$ cat src/rtl/queue_writer_module.sv
// Credit-tracked producer endpoint driving wr/entry_1 into queue_module.
// Optional tokens_written counter enabled by QUEUE_WRITER_STATS_EN.
module queue_writer_module #(
  parameter int BITS_NUMBER = 16,
  parameter int FIFO_ELEMENTS = 5,
  parameter int NUMBER_OF_PRECHARGE_DATA = 4,
  localparam int OCC_W = $clog2(FIFO_ELEMENTS + 1)
) (
  input  logic                   clk,
  input  logic                   reset,
  input  logic                   in_valid,
  input  logic [BITS_NUMBER-1:0] in_data,
  output logic                   in_ready,
  input  logic                   rd_seen,
`ifdef QUEUE_WRITER_STATS_EN
  output logic [31:0]            tokens_written,
`endif
  output logic                   wr,
  output logic [BITS_NUMBER-1:0] entry_1,
  output logic [OCC_W-1:0]       occupancy,
  output logic                   full
);

  localparam logic [OCC_W-1:0] OCC_MAX = OCC_W'(FIFO_ELEMENTS);
  localparam logic [OCC_W-1:0] OCC_PRE = OCC_W'(NUMBER_OF_PRECHARGE_DATA);

  if (NUMBER_OF_PRECHARGE_DATA > FIFO_ELEMENTS) begin : g_bad_pre
    $error("NUMBER_OF_PRECHARGE_DATA exceeds FIFO_ELEMENTS");
  end

  typedef enum logic [1:0] {
    IDLE  = 2'd0,
    HOLD  = 2'd1,
    WRITE = 2'd2
  } state_t;

  state_t                 state_q, state_d;
  logic [BITS_NUMBER-1:0] hold_q, hold_d;
  logic [BITS_NUMBER-1:0] entry_q, entry_d;
  logic [OCC_W-1:0]       occ_q, occ_d;
  logic                   wr_q, wr_d;
  logic                   inc, dec;

  assign full      = (occ_q == OCC_MAX);
  assign occupancy = occ_q;
  assign wr        = wr_q;
  assign entry_1   = entry_q;

  always_comb begin
    state_d  = state_q;
    hold_d   = hold_q;
    entry_d  = entry_q;
    wr_d     = 1'b0;
    inc      = 1'b0;
    in_ready = 1'b0;
    unique case (state_q)
      IDLE: begin
        in_ready = 1'b1;
        if (in_valid) begin
          hold_d  = in_data;
          state_d = HOLD;
        end
      end
      HOLD: begin
        // space check sees only the registered count
        if (!full) begin
          wr_d    = 1'b1;
          entry_d = hold_q;
          inc     = 1'b1;
          state_d = WRITE;
        end
      end
      WRITE: begin
        in_ready = 1'b1;
        if (in_valid) begin
          hold_d  = in_data;
          state_d = HOLD;
        end else begin
          state_d = IDLE;
        end
      end
      default: state_d = IDLE;
    endcase
    if (!reset) in_ready = 1'b0;
  end

  always_comb begin
    dec   = rd_seen && (occ_q != '0);
    occ_d = occ_q;
    if (inc && !dec) occ_d = occ_q + 1'b1;
    else if (dec && !inc) occ_d = occ_q - 1'b1;
  end

  always_ff @(posedge clk) begin
    if (!reset) begin
      state_q <= IDLE;
      hold_q  <= '0;
      entry_q <= '0;
      occ_q   <= OCC_PRE;
      wr_q    <= 1'b0;
    end else begin
      state_q <= state_d;
      hold_q  <= hold_d;
      entry_q <= entry_d;
      occ_q   <= occ_d;
      wr_q    <= wr_d;
    end
  end

`ifdef QUEUE_WRITER_STATS_EN
  logic [31:0] cnt_q, cnt_d;

  always_comb begin
    cnt_d = cnt_q;
    if (wr_q && (cnt_q != 32'hFFFF_FFFF)) cnt_d = cnt_q + 32'd1;
  end

  always_ff @(posedge clk) begin
    if (!reset) cnt_q <= '0;
    else        cnt_q <= cnt_d;
  end

  assign tokens_written = cnt_q;
`endif

endmodule

$ cat config.mk
export PLATFORM = sky130hd
export DESIGN_NAME = queue_writer_module
export DESIGN_NICKNAME = d
export VERILOG_FILES = /design/src/rtl/queue_writer_module.sv
export SDC_FILE = /design/constraint.sdc
export NUM_CORES = 1
export LEC_CHECK = 0
export CORE_MARGIN = 10
export CORE_UTILIZATION = 42
export DETAILED_ROUTE_END_ITERATION = 16
export PLACE_DENSITY = 0.74
export SLEW_MARGIN = 40
export SYNTH_ARGS = -nofsm -noshare
export SYNTH_HDL_FRONTEND = slang
export SYNTH_SLANG_ARGS = --single-unit
$ cat constraint.sdc
create_clock -name clk -period 2.1 [get_ports clk]
set_input_delay 0.42 -clock clk [delete_from_list [all_inputs] [get_ports clk]]
set_output_delay 0.42 -clock clk [all_outputs]
set_load 0.05 [all_outputs]
# Yosys cells after proc, flatten, opt, wreduce, memory -nomap -nowiden
# Cells that the tools add are included.
# word_totals
ff_bits	38
inputBits	20
output_inout_bits	22
# op_classes
add_sub_neg	2
eq_ne	5
n_mux	10
bitwise_logic	1
reduce_logical	12
# ops
operator	n
$mux 3	2
$pmux 2 s3	1
$reduce_and 2->1	3
$mux 1	5
$mux 2	2
$ne 2x2->1 const B	2
$add 3x1->3 const B	1
$eq 3x3->1 const B	1
$logic_and 1x1->1	3
$reduce_bool 3->1	1
$sub 3x1->3 const B	1
$eq 2x1->1 const B	1
$eq 2x2->1 const B	1
$logic_not 1->1	2
$logic_not 2->1	1
$reduce_bool 2->1	1
$reduce_or 2->1	1
$not 1->1	1

# Longest topological paths before layout
# Gate-level depths: netlist of run 1.
# logic_depth
word_depth	7
mapped_depth	10

# Worst setup path after synthesis of run 1
# OpenSTA, ideal clock, no wires.
# synth_path
path_type	register to register
start	register occ_q[1] (netlist: occupancy[1])
end	register occ_q[2] (netlist: occupancy[2])
arrival_ns	2.777
required_time_ns	2.037
path_slack_ns	-0.740
path_stages_with_launch	11
period_less_slack_ns	2.840
cell_sequence	dfxtp_1 > and3b_1 > nor3b_2 > buf_6 > buf_12 > ha_1 > inv_1 > fa_1 > xor2_1 > or3_1 > nand3_1
# synth_between
elab_chain_cells	6
elab_cells_between_ends	14
# synth_rtl
element	line_no	source
from (decl)	40	logic [OCC_W-1:0] occ_q, occ_d;
from (signal assigned)	99	occ_q <= OCC_PRE;
from (signal assigned)	105	occ_q <= occ_d;
$eq 3x3->1 *	44	assign full = (occ_q == OCC_MAX);
via full	21	output logic full
$mux 1 *	66	if (!full) begin
$mux 1 *	56	unique case (state_q)
via inc	42	logic inc, dec;
$logic_not 1->1	91	else if (dec && !inc) occ_d = occ_q - 1'b1;
$logic_and 1x1->1	91	
$reduce_bool 2->1 (no source line)	-	
# The timed path passes the listed nets; every way through them passes the cells marked *. The select of a mux whose other input is x is not followed.
# A chain may end at the register's enable or synchronous reset.

# Final worst setup path of run 1
# layout_path
start	register occ_q[1] (netlist: occupancy[1])
end	register occ_q[2] (netlist: occupancy[2])
# layout_between
elab_chain_cells	6
elab_cells_between_ends	14
# layout_rtl
element	line_no
$eq 3x3->1	44
$mux 1	66
$mux 1	56
$logic_not 1->1	91
$logic_and 1x1->1	91
$reduce_bool 2->1 (no source line)	-
# Parallel ways exist; a longest one is shown, timed or not. The select of a mux whose other input is x is not followed.

==> flow_metrics.env, run 1 <==
export IMPL_path_max_fanout=5
export IMPL_clock_sinks=38
export IMPL_antenna_found_initial=0
export IMPL_fin_crit_sh=0.957
export IMPL_cts_inserted_buffers=5
export IMPL_grt_overflow=0
export IMPL_synth_warnings=0
export IMPL_dp_hpwl_mm=2.47
export IMPL_instances_no_fill=254
export IMPL_cts_buffer_depth=2
export IMPL_clkTransAtPathRegs_ps=120
export IMPL_die_x_um=80.2
export IMPL_root_buffer="clkbuf_4"
export IMPL_seq_power_share=0.459
export IMPL_drtIter0Drc=51
export IMPL_io_pins=42
export IMPL_grt_usage=0.117
export IMPL_via_per_inst=4.68
export IMPL_worst_slew_pin_slew_ps=664
export IMPL_synthFlopType="dfxtp_1"
export IMPL_crit_required_ps=2380
export IMPL_cpPeakStageDelay_ps=400
export IMPL_clock_power_share=0.192
export IMPL_cp_start_kind="register"
export IMPL_critical_path_class="register to register"
export IMPL_grt_pass1_vias=1273
export IMPL_wirelength_mm=3.41
export IMPL_placed_area_mm2=0.00198
export IMPL_cts_resized=0
export IMPL_dr_pass1_iters=4
export IMPL_initial_utilization=0.446
export IMPL_syn_nets=189
export IMPL_worstSetupEndpointType="register"
export IMPL_period_needed_ps=2010
export IMPL_slew_violations=0
export IMPL_drv_cap=0
export IMPL_portBuffers=41
export IMPL_leakagePower_nw=0.740
export IMPL_max_slew_margin_rel=0.558
export IMPL_syn_avg_cell_area_um2=9.12
export IMPL_switching_share=0.360
export IMPL_syn2layout_area_growth_pct=33.9
export IMPL_max_freq_mhz=498
export IMPL_insertion_delay_ps=350
export IMPL_rows=21
export IMPL_cts_tree="yes"
export IMPL_dr_total_vias=1189
export IMPL_crit_slowest_cell="dfxtp_4"
export IMPL_wl_per_cell_um=13.4
export IMPL_grt_max_degree=55
export IMPL_async_reset_ff_frac=0
export IMPL_cp_top_family="simple AND/OR/NAND/NOR gates"
export IMPL_coreArea_mm2=0.00342
export IMPL_status="finished clean"
export IMPL_drc_errors=0
export IMPL_synth_distinct_cells=24
export IMPL_grt_pass1_wl_mm=5.93
export IMPL_skew_ps=13.3
export IMPL_die_area_mm2=0.00643
export IMPL_setup_viol=0
export IMPL_worstHoldPathType="register to register"
export IMPL_p_int_mw=1.21
export IMPL_pwr_share_comb=0.349
export IMPL_crit_arrival_ps=2290
export IMPL_ys_seq_area_frac=0.500
export IMPL_postRouteAntennaNets=0
export IMPL_worstPathCellList="and3b_4, nor3b_4, ha_4, inv_2, fa_2, xor2_1, or3_1, nand3_1"
export IMPL_synthCells=167
export IMPL_switching_power_mw=0.682
export IMPL_dp_cells=245
export IMPL_path_buf_inv=1
export IMPL_htreeDepth=2
export IMPL_ys_ff_latch=38
export IMPL_final_area_mm2=0.00204
export IMPL_num_antenna_cells=0
export IMPL_die_y_um=80.2
export IMPL_drive_gt1_frac=0.101
export IMPL_fin_nets=229
export IMPL_place_congestion=0.688
export IMPL_synth_edf_count=0
export IMPL_syn_area_mm2=0.00152
export IMPL_finalHoldViolations=0
export IMPL_peakVddDrop_mv=0.460
export IMPL_powerDensity_mw_per_mm2=928
export IMPL_setup_tns_ps=0
export IMPL_rsz0062_at_grt="no"
## what timing repair did
item	4_1_cts	5_1_grt
setup buffers	0	1
setup endpoints to repair	0	1
hold buffers	0	0
## layout make-up
class | count | area (µm²)
tap | 46 | 57.6
clock buffer | 6 | 41.3
inverter | 1 | 3.75
multi-input combinational | 116 | 709
timing repair buffer | 45 | 448
sequential | 38 | 769
fill | 316 | 1380
clock inverter | 2 | 10.0
## metal layers
| layer | vias to the layer above | wire [µm] | GRT usage |
|---|---|---|---|
| met5 | - | 0 | 0 |
| met2 | 31 | 1710 | 0.196 |
| met1 | 539 | 1340 | 0.120 |
| li1 | 614 | - | - |
| met3 | 5 | 310 | 0.0624 |
| met4 | 0 | 47 | 0.0423 |
## cells by family (layout without fill, tap and decap cells)
group / count (synthesis) / count (layout) / synth area share
AND/OR/NAND/NOR: 76 / 76 / 0.213
flip-flops: 38 / 38 / 0.500
AO/OA/AOI/OAI: 19 / 19 / 0.0920
multiplexers: 17 / 17 / 0.112
buffers and inverters: 13 / 54 / 0.0509
adder cells (fa/ha/maj): 2 / 2 / 0.0214
XOR/XNOR: 2 / 2 / 0.0115
## worst paths after layout
path                            cells past startpoint          from           end  slack, ps
worst max register to register                      8  occupancy[1]  occupancy[2]         90
worst min register to register                      2    hold_q[15]   entry_1[15]        470
worst max-delay path                                8  occupancy[1]  occupancy[2]         90
worst min-delay path                                2    hold_q[15]   entry_1[15]        470
## placed cells by master, fill, tap and decap left out
cell and instances:
a21boi_0 16, a21boi_1 1, and2_1 3, and3b_4 1
buf_12 1, buf_4 5, clkbuf_1 1, clkbuf_4 5
clkdlybuf4s50_1 39, clkinv_2 2, dfxtp_1 35, dfxtp_2 1
dfxtp_4 2, fa_2 1, ha_4 1, inv_2 1
mux2i_1 17, nand2_1 64, nand2b_1 1, nand3_1 1
nand3b_1 1, nor2b_1 3, nor3b_4 1, o21ai_0 1
o31ai_1 1, or3_1 1, xnor2_1 1, xor2_1 1
## sequential cells by signal (all words and copies together) (netlist names)
signal / cells
entry_1: 16
hold_q: 16
occupancy: 3
state_q: 2
wr: 1
## Yosys cell counts (3+ instances only)
master / instances / share of area
a21boi_0: 16 / 0.079
and2_1: 3 / 0.012
buf_2: 4 / 0.013
clkbuf_1: 6 / 0.015
dfxtp_1: 38 / 0.50
mux2i_1: 17 / 0.11
nand2_1: 64 / 0.16
nor2b_1: 3 / 0.012
## tightest hold or removal path, delay by kind of cell (launching register included)
kind,cells,cell delay (ps)
simple gates,1,50
mux,1,50
flops,1,330
## stage by stage
stage	utilization	hold WS [ps]	power, mW	worst slack (ps)
6_report	0.597	465	1.89	91.1
3_5_place_dp	0.580	446	1.54	-1.34
4_1_cts	0.595	467	1.91	57.5
5_1_grt	0.597	490	2.01	4.90
3_3_place_gp	0.580	444	1.51	40.6
2_1_floorplan	-	435	1.35	-234
## power by group through the flow
| stage | clock [mW] | combinational [mW] | sequential (mW) |
|---|---|---|---|
| 6_report | 0.364 | 0.661 | 0.868 |
| 5_1_grt | 0.417 | 0.707 | 0.881 |
| 4_1_cts | 0.378 | 0.664 | 0.869 |
| 3_5_place_dp | 0 | 0.658 | 0.886 |
| 3_3_place_gp | 0 | 0.639 | 0.874 |
| 2_1_floorplan | 0 | 0.328 | 1.02 |
No activity file was read; power rests on OpenSTA's default activity.
==> run 2, diff against run 1 <==
--- a/config.mk
+++ b/config.mk
@@ -8,6 +8,7 @@
 export CORE_MARGIN = 10
 export CORE_UTILIZATION = 42
 export DETAILED_ROUTE_END_ITERATION = 16
+export GPL_TIMING_DRIVEN = 0
 export PLACE_DENSITY = 0.74
 export SLEW_MARGIN = 40
 export SYNTH_ARGS = -nofsm -noshare
==> run 2 against run 1 <==
  * Critical path depth grew 1
  * Cell area grew 1.7%
  * Setup slack lost 38 ps
  * Largest cell class unchanged
  * Die area is the same
  * Utilization grew 1.0 points
  * Worst hold slack lost 60 ps
  * Global-route usage grew 0.17 points
  * Sequential power shrank 3.1%
==> flow_metrics.env, run 2 (synthesized netlist as in run 1, its figures left out) <==
export IMPL_status="finished clean"
export IMPL_rsz0062_at_grt="yes"
export IMPL_final_area_mm2=0.00207
export IMPL_pwr_share_comb=0.363
export IMPL_root_buffer="clkbuf_4"
export IMPL_post_route_util=0.607
export IMPL_cts_tree="yes"
export IMPL_seq_power_share=0.431
export IMPL_postRouteAntennaNets=0
export IMPL_critical_path_class="register to register"
export IMPL_period_needed_ps=2050
export IMPL_grt_pass1_vias=1281
export IMPL_antenna_found_initial=0
export IMPL_dr_pass1_iters=4
export IMPL_insertion_delay_ps=360
export IMPL_p_int_mw=1.26
export IMPL_placed_area_mm2=0.00201
export IMPL_crit_arrival_ps=2340
export IMPL_wirelength_mm=3.65
export IMPL_worst_slew_pin_slew_ps=507
export IMPL_switching_share=0.354
export IMPL_reg2reg_depth=9
export IMPL_die_x_um=80.2
export IMPL_fillers=310
export IMPL_finalHoldViolations=0
export IMPL_max_freq_mhz=488
export IMPL_skew_ps=9.99
export IMPL_clock_sinks=38
export IMPL_crit_slowest_cell="dfxtp_4"
export IMPL_die_y_um=80.2
export IMPL_multi_input_area_um2=708
export IMPL_num_antenna_cells=0
export IMPL_r2r_start="occupancy[1]"
export IMPL_io_pins=42
export IMPL_crit_required_ps=2390
export IMPL_fin_crit_sh=0.975
export IMPL_die_area_mm2=0.00643
export IMPL_worstHoldPathType="primary input to register"
export IMPL_initial_utilization=0.446
export IMPL_grt_max_degree=12
export IMPL_setup_viol=0
export IMPL_wl_per_cell_um=13.9
export IMPL_r2r_end="occupancy[2]"
export IMPL_grt_pass1_wl_mm=6.00
export IMPL_place_congestion=0.731
export IMPL_cpPeakStageDelay_ps=360
export IMPL_coreArea_mm2=0.00342
export IMPL_dp_hpwl_mm=2.77
export IMPL_fin_nets=238
export IMPL_crit_end="occupancy[2]"
export IMPL_cts_inserted_buffers=5
export IMPL_layout_commonest_cell="nand2_1"
export IMPL_peakVddDrop_mv=0.428
export IMPL_path_max_fanout=11
export IMPL_drv_cap=0
export IMPL_cts_buffer_depth=2
export IMPL_seq_area_um2=769
export IMPL_drtIter0Drc=63
export IMPL_max_slew_margin_rel=0.661
export IMPL_slew_violations=0
export IMPL_rrSetupSlack_ps=50
export IMPL_portBuffers=40
export IMPL_final_cell_mix="nand2_1 (64), clkdlybuf4s50_1 (36), dfxtp_1 (35)"
export IMPL_cp_start_kind="register"
export IMPL_crit_path_start="occupancy[1]"
export IMPL_clock_power_share=0.207
export IMPL_via_per_inst=4.80
export IMPL_clkTransAtPathRegs_ps=120
export IMPL_leakagePower_nw=0.791
export IMPL_dr_total_vias=1262
export IMPL_drc_errors=0
export IMPL_drive_gt1_frac=0.115
export IMPL_rows=21
export IMPL_worstPathCellList="and3b_4, nor3b_2, buf_6, ha_4, inv_2, fa_2, xor2_1, or3_1, nand3_1"
export IMPL_switching_power_mw=0.692
export IMPL_worstSetupEndpointType="register"
export IMPL_grt_overflow=0
export IMPL_htreeDepth=2
export IMPL_syn2layout_area_growth_pct=36.2
export IMPL_powerDensity_mw_per_mm2=941
export IMPL_cts_hold_buf=0
export IMPL_grt_usage=0.118
## run 2: cell count changes in the layout (fill, tap and decap cells not counted), moves of 2 or more
| cell | before | now |
|---|---|---|
| buf_2 | 0 | 4 |
| clkbuf_1 | 1 | 7 |
| dlymetal6s2s_1 | 0 | 2 |
| buf_4 | 5 | 3 |
| clkdlybuf4s50_1 | 39 | 36 |
## run 2: worst min-delay path by stage
stage	start	end	slack, ps	cells after the start
2_1_floorplan	hold_q[6]	hold_q[6]	440	2
3_3_place_gp	entry_1[2]	entry_1[2]	440	2
3_5_place_dp	hold_q[6]	hold_q[6]	460	2
4_1_cts	reset	entry_1[3]	400	3
5_1_grt	reset	entry_1[3]	400	3
6_report	reset	entry_1[3]	410	3
## run 2: power by group through the flow
stage | clock, mW | sequential (mW) | combinational (mW)
global placement | 0 | 0.874 | 0.655
CTS | 0.412 | 0.841 | 0.716
detailed placement | 0 | 0.883 | 0.679
finish | 0.404 | 0.841 | 0.708
floorplan | 0 | 1.02 | 0.328
global route | 0.448 | 0.853 | 0.764
## run 2: what timing repair did
action                                  in CTS  in global routing
buffers inserted                             3                  0
pin swaps                                    1                  0
endpoints found under the setup margin       4                  4
resized for setup                            3                  4
## run 2: stage by stage
| step | cells | power (mW) | hold WS, ps | setup WS (ps) | setup TNS (ps) |
|---|---|---|---|---|---|
| floorplan | 167 | 1.35 | 435 | -234 | -289 |
| global placement | 253 | 1.53 | 445 | -289 | -386 |
| detailed placement | 253 | 1.56 | 456 | -285 | -450 |
| CTS | 263 | 1.97 | 397 | 13.7 | 0 |
| global route | 263 | 2.07 | 404 | -31.4 | -31.4 |
| finish | 263 | 1.95 | 405 | 52.8 | 0 |
## run 2: area by class of cell
class                           instances  share of cell area
Buffer                                 11              0.0259
Clock buffer                            7              0.0265
Multi-Input combinational cell        116               0.341
Sequential cell                        38               0.371
Tap cell                               46              0.0277
Inverter                                1             0.00181
Timing Repair Buffer                   43               0.203
Clock inverter                          1             0.00241
## run 2: routing by layer
metal  wire length [µm]  vias up  share of wire  global-route usage
li1                   -      636              -                   -
met1               1550      588           0.42               0.126
met2               1770       30           0.49               0.194
met3                260        8          0.071              0.0535
met4                 63        0          0.017              0.0563
met5                  0        -              0                   0
## run 2: critical path: cells and delay by family (launching register included)
family / cells / cell delay, ps
adder cells (fa/ha/maj): 2 / 480
buffers and inverters: 2 / 230
XOR/XNOR: 1 / 150
AND/OR/NAND/NOR: 4 / 770
flip-flops: 1 / 360
